## config.mk

```make
export PLATFORM = sky130hd
export DESIGN_NAME = zero_count_stream
export DESIGN_NICKNAME = d
export VERILOG_FILES = /design/src/rtl/zero_count_stream.sv
export SDC_FILE = /design/constraint.sdc
export NUM_CORES = 1
export LEC_CHECK = 0
export CORE_ASPECT_RATIO = 1.2
export CORE_MARGIN = 2
export CORE_UTILIZATION = 40
export DETAILED_ROUTE_END_ITERATION = 10
export SYNTH_ARGS = -nofsm -noshare
export SYNTH_HDL_FRONTEND = slang
export SYNTH_SLANG_ARGS = --single-unit
```

## constraint.sdc

```tcl
create_clock -name clk -period 4.48 [get_ports clk]
set_input_delay 0.896 -clock clk [delete_from_list [all_inputs] [get_ports clk]]
set_output_delay 0.896 -clock clk [all_outputs]
set_load 0.02 [all_outputs]
```

## src/rtl/zero_count_stream.sv

```systemverilog
// zero_count_stream: streaming trailing/leading zero counter over a multi-beat
// word delivered LSB beat first. One result per word, with an all-zero flag and
// a truncation error when the word runs past MAX_BEATS without in_last.
//
// Handshake: a beat transfers on a rising edge where in_valid & in_ready; a
// result transfers on a rising edge where out_valid & out_ready. out_* are held
// stable while out_valid=1 and out_ready=0; in_ready is low while a result waits.
module zero_count_stream #(
    parameter int DATA_WIDTH = 8,
    parameter int MAX_BEATS  = 4,
    localparam int CNT_W     = $clog2(DATA_WIDTH*MAX_BEATS+1)
) (
    input  logic                  clk,
    input  logic                  rst,
    input  logic                  in_valid,
    output logic                  in_ready,
    input  logic [DATA_WIDTH-1:0] in_data,
    input  logic                  in_first,
    input  logic                  in_last,
    input  logic                  in_mode,
    output logic                  out_valid,
    input  logic                  out_ready,
    output logic [CNT_W-1:0]      out_count,
    output logic                  out_all_zero,
    output logic                  out_err
);

    localparam int BC_W = $clog2(MAX_BEATS+1);

    typedef enum logic [1:0] {
        S_IDLE  = 2'd0,
        S_ACCUM = 2'd1,
        S_DONE  = 2'd2
    } state_t;

    state_t             state;
    logic [CNT_W-1:0]   acc;
    logic               locked;
    logic               all_zero;
    logic               mode;
    logic [BC_W-1:0]    beat_cnt;

    // Trailing zeros of one beat; DATA_WIDTH for an all-zero beat.
    function automatic logic [CNT_W-1:0] tz_f(input logic [DATA_WIDTH-1:0] b);
        logic [CNT_W-1:0] n;
        logic             hit;
        n   = '0;
        hit = 1'b0;
        for (int i = 0; i < DATA_WIDTH; i++) begin
            if (!hit) begin
                if (b[i]) hit = 1'b1;
                else      n   = n + CNT_W'(1);
            end
        end
        return n;
    endfunction

    // Leading zeros of one beat; DATA_WIDTH for an all-zero beat.
    function automatic logic [CNT_W-1:0] lz_f(input logic [DATA_WIDTH-1:0] b);
        logic [CNT_W-1:0] n;
        logic             hit;
        n   = '0;
        hit = 1'b0;
        for (int i = DATA_WIDTH-1; i >= 0; i--) begin
            if (!hit) begin
                if (b[i]) hit = 1'b1;
                else      n   = n + CNT_W'(1);
            end
        end
        return n;
    endfunction

    // Beat acceptance is blocked during reset and while a result is pending.
    assign in_ready = !rst && (state != S_DONE);

    logic               beat_fire;
    logic               start_word;
    logic               take_beat;
    logic [CNT_W-1:0]   acc_base;
    logic               locked_base;
    logic               allz_base;
    logic               mode_eff;
    logic [BC_W-1:0]    cnt_base;
    logic [CNT_W-1:0]   acc_nxt;
    logic               locked_nxt;
    logic               allz_nxt;
    logic [BC_W-1:0]    cnt_nxt;
    logic               beat_zero;
    logic               hit_max;
    logic               term;
    logic               err_nxt;

    // Next accumulator values for the beat on the bus; a first beat starts
    // from a clean word so a restart in ACCUM drops the partial word.
    always_comb begin
        beat_fire   = in_valid && in_ready;
        start_word  = in_first;
        take_beat   = beat_fire && (in_first || (state == S_ACCUM));
        acc_base    = start_word ? '0   : acc;
        locked_base = start_word ? 1'b0 : locked;
        allz_base   = start_word ? 1'b1 : all_zero;
        mode_eff    = start_word ? in_mode : mode;
        cnt_base    = start_word ? '0   : beat_cnt;
        beat_zero   = (in_data == '0);
        acc_nxt     = acc_base;
        locked_nxt  = locked_base;
        if (!mode_eff) begin
            if (!locked_base) begin
                acc_nxt    = acc_base + tz_f(in_data);
                locked_nxt = !beat_zero;
            end
        end else begin
            if (!beat_zero) acc_nxt = lz_f(in_data);
            else            acc_nxt = acc_base + CNT_W'(DATA_WIDTH);
        end
        allz_nxt = allz_base && beat_zero;
        cnt_nxt  = cnt_base + BC_W'(1);
        hit_max  = (cnt_nxt == BC_W'(MAX_BEATS));
        term     = in_last || hit_max;
        err_nxt  = !in_last && hit_max;
    end

    // Control FSM with registered result outputs.
    always_ff @(posedge clk) begin
        if (rst) begin
            state        <= S_IDLE;
            acc          <= '0;
            locked       <= 1'b0;
            all_zero     <= 1'b0;
            mode         <= 1'b0;
            beat_cnt     <= '0;
            out_valid    <= 1'b0;
            out_count    <= '0;
            out_all_zero <= 1'b0;
            out_err      <= 1'b0;
        end else begin
            case (state)
                S_IDLE, S_ACCUM: begin
                    if (take_beat) begin
                        acc      <= acc_nxt;
                        locked   <= locked_nxt;
                        all_zero <= allz_nxt;
                        mode     <= mode_eff;
                        beat_cnt <= cnt_nxt;
                        if (term) begin
                            state        <= S_DONE;
                            out_valid    <= 1'b1;
                            out_count    <= acc_nxt;
                            out_all_zero <= allz_nxt;
                            out_err      <= err_nxt;
                        end else begin
                            state <= S_ACCUM;
                        end
                    end
                end
                S_DONE: begin
                    if (out_ready) begin
                        state     <= S_IDLE;
                        out_valid <= 1'b0;
                        beat_cnt  <= '0;
                    end
                end
                default: begin
                    state     <= S_IDLE;
                    out_valid <= 1'b0;
                end
            endcase
        end
    end

endmodule

```

==> results.tsv <==
stage	metric	value	unit
placed_design	hpwl	4000	µm
finish	synthToLayoutAreaGrowth	36.3	%
synthesis	yosysTopAreaCellShare	23.0	%
critical_path	crit_path_end_kind	flop	
sta	min_period	4.32	ns
critical_path	path_max_fanout	5	
synthesis	syn_area	2000	µm²
synthesis	synth.distinct_cells	46	
clock_tree	numCtsBuffers	3	
sta	fmax	232	MHz
synthesis	ys.warnings.count	0	
sta	min_period_over_period	96.4	%
grt	track_usage	19.7	%
critical_path	crit_arrival	4.52	ns
synthesis	syn_area_per_cell	7.53	µm²
sta	setup_violations	0	
clock_tree	ctsRootBufferMaster	clkbuf_8	
grt	grt_pass1_wl	8610	µm
finish	nets	351	
critical_path	cp-start-kind	input port	
sta	holdWs	0.460	ns
critical_path	crit_required	4.69	ns
clock_tree	cts.clk_slew.worst_paths	0.08	ns
drt	routedWlPerCell	14.0	µm
sta	fin_worst_skew	0.00370	ns
synthesis	synth_nets	299	
drt	final_antenna_net_count	0	
sta	worst_slew_pin_slew	0.943	ns
synthesis	async_reset_ff_share	0	%
floorplanning	rows	28	
finish	antenna_cells	0	
clock_tree	cts.sinks	23	
grt	grt_max_degree	17	
synthesis	synth_area_leaders	dfxtp_1 23%, ha_1 11%, nor2_1 6.6%, a21oi_1 6.3%, nand2_1 4.9%	
sta	timing.final.hold_violations	0	
floorplanning	core-area	4870	µm²
drt	via_per_inst	5.42	
drt	route.detailed.drc	0	
drt	detail_route.wirelength	5270	µm
clock_tree	h-tree-depth	1	
grt	grt_pass1_vias	1984	
floorplanning	io_pins	25	
clock_tree	clockBufferDepth	2	
synthesis	synth_seq_cells	23	
grt	antenna_found_initial	0	
floorplanning	start_util	41.1	%
critical_path	r2r_slack	2.15	ns
pwr	power_density	180	nW/µm²
grt	grt.overflow.total	0	
synthesis	seq_area_frac_synth	23.0	%
drt	vias	2043	
pwr	p_leak	1.10	nW
sta	timing.slew.headroom	35.3	%
finish	drive_gt1_share	26.5	%
synthesis	synth_area_leader_cell	dfxtp_1	
drt	drt_pass1_iterations	6	
critical_path	setup.worst_path.class	input port to flop	
drt	drt_iter0_markers	85	
floorplanning	dieArea	5590	µm²
placed_design	place_congestion	0.819	
synthesis	synth_cells	266	
clock_tree	insertion_delay	0.27	ns
sta	slew_viol_final	0	
floorplanning	die_h	81.5	µm
sta	grt_setup_unrepaired	true	
placed_design	port_buffers	24	
synthesis	ys.flop_type	dfxtp_1	
floorplanning	die_x	68.6	µm
pwr	finalPower	0.492	mW
clock_tree	postCtsHoldBufs	0	
clock_tree	cts_tree	done	
hold_path	hp-class	flop to flop	
run	cap_viol_max_count	0	
pwr	peakVddDrop	103	µV
synthesis	synth_edf_count	0	
run_status	status	finished clean	
## report_power, final
group	switching, mW	internal, mW	leakage [nW]	total (mW)
Combinational	0.0736	0.0693	0.886	0.143
Sequential	0.00480	0.210	0.186	0.215
Clock	0.0720	0.0623	0.0255	0.134
## synthesized netlist by cell type (all sizes together) (5+ instances only)
cell type,number
nor3,12
nand3,5
dfxtp,23
clkbuf,9
xnor2,7
a211oi,7
nor2,35
a21oi,25
ha,17
inv,10
nor2b,11
nand2,26
o21ai,11
## metal layers
layer | GRT usage, % | vias up | wire length [µm]
li1 | - | 1053 | -
met1 | 22.6 | 965 | 2320
met2 | 37.9 | 21 | 2800
met3 | 2.33 | 4 | 87
met4 | 4.40 | 0 | 53
met5 | 0 | - | 0
## layout by cell type, fill, tap and decap left out, drive strengths merged, types with 5 or more instances in the layout
| cell type | instances |
|---|---|
| nand3 | 5 |
| dfxtp | 23 |
| ha | 17 |
| nor2 | 35 |
| clkbuf | 6 |
| inv | 10 |
| a21oi | 25 |
| o21ai | 11 |
| nor2b | 11 |
| a211oi | 7 |
| buf | 39 |
| clkdlybuf4s50 | 18 |
| nand2 | 26 |
| xnor2 | 7 |
| nor3 | 12 |
## kinds of logic (layout without fill, tap and decap cells)
| group | after synthesis | in the layout | share of synthesized area (%) |
|---|---|---|---|
| XOR/XNOR | 13 | 13 | 7.06 |
| buffers and inverters | 23 | 74 | 4.87 |
| adder cells (fa/ha/maj) | 19 | 19 | 12.1 |
| flip-flops | 23 | 23 | 23.0 |
| multiplexers | 8 | 8 | 4.25 |
| AND/OR/NAND/NOR | 109 | 109 | 25.9 |
| AO/OA/AOI/OAI | 71 | 71 | 22.8 |
## worst paths after layout
kind / startpoint / endpoint / cells past startpoint
max: in_data[5] / out_count[4] / 15
min: out_all_zero / out_all_zero / 2
min reg2reg: out_all_zero / out_all_zero / 2
max reg2reg: acc[1] / acc[5] / 9
## worst max-delay path: stages
cell and delay (ns):
clkdlybuf4s50_1 0.49, o21a_1 0.22, ha_1 0.28, mux2_2 0.25
o21a_1 0.18, ha_1 0.31, mux2_4 0.29, ha_4 0.15
nor2b_1 0.15, xnor2_2 0.15, or4_4 0.43, a221oi_2 0.28
xor2_1 0.24, o21ai_2 0.09, o21ai_1 0.11
## registers in the layout (all words and copies together), names as in the netlist
signal        count
state             2
out_count         6
out_valid         1
acc               6
all_zero          1
out_err           1
out_all_zero      1
beat_cnt          3
locked            1
mode              1
## per-stage QoR
step / setup WS, ns / std cells / TNS [ns] / utilization, % / cell area, µm²
2_1_floorplan: 0.00571 / 266 / 0 / - / 2010
3_3_place_gp: -0.663 / 371 / -5.47 / 51.8 / 2520
3_5_place_dp: -0.652 / 371 / -5.54 / 51.8 / 2520
4_1_cts: 0.00535 / 375 / 0 / 53.4 / 2600
5_1_grt: -0.0539 / 377 / -0.127 / 56.0 / 2730
6_report: 0.162 / 377 / 0 / 56.0 / 2730
## area by class of cell
class / instances / area, µm²
Clock inverter: 1 / 5.00
Inverter: 10 / 37.5
Fill cell: 479 / 2140
Clock buffer: 3 / 41.3
Tap cell: 60 / 75.1
Sequential cell: 23 / 460
Timing Repair Buffer: 60 / 497
Multi-Input combinational cell: 220 / 1610
## repair_timing
| item | in CTS | in global routing |
|---|---|---|
| gates resized for setup | 19 | 38 |
| buffers inserted | 0 | 2 |
| pin swaps | 14 | 27 |
| setup endpoints to repair | 10 | 10 |
No activity file was read; power rests on OpenSTA's default activity.
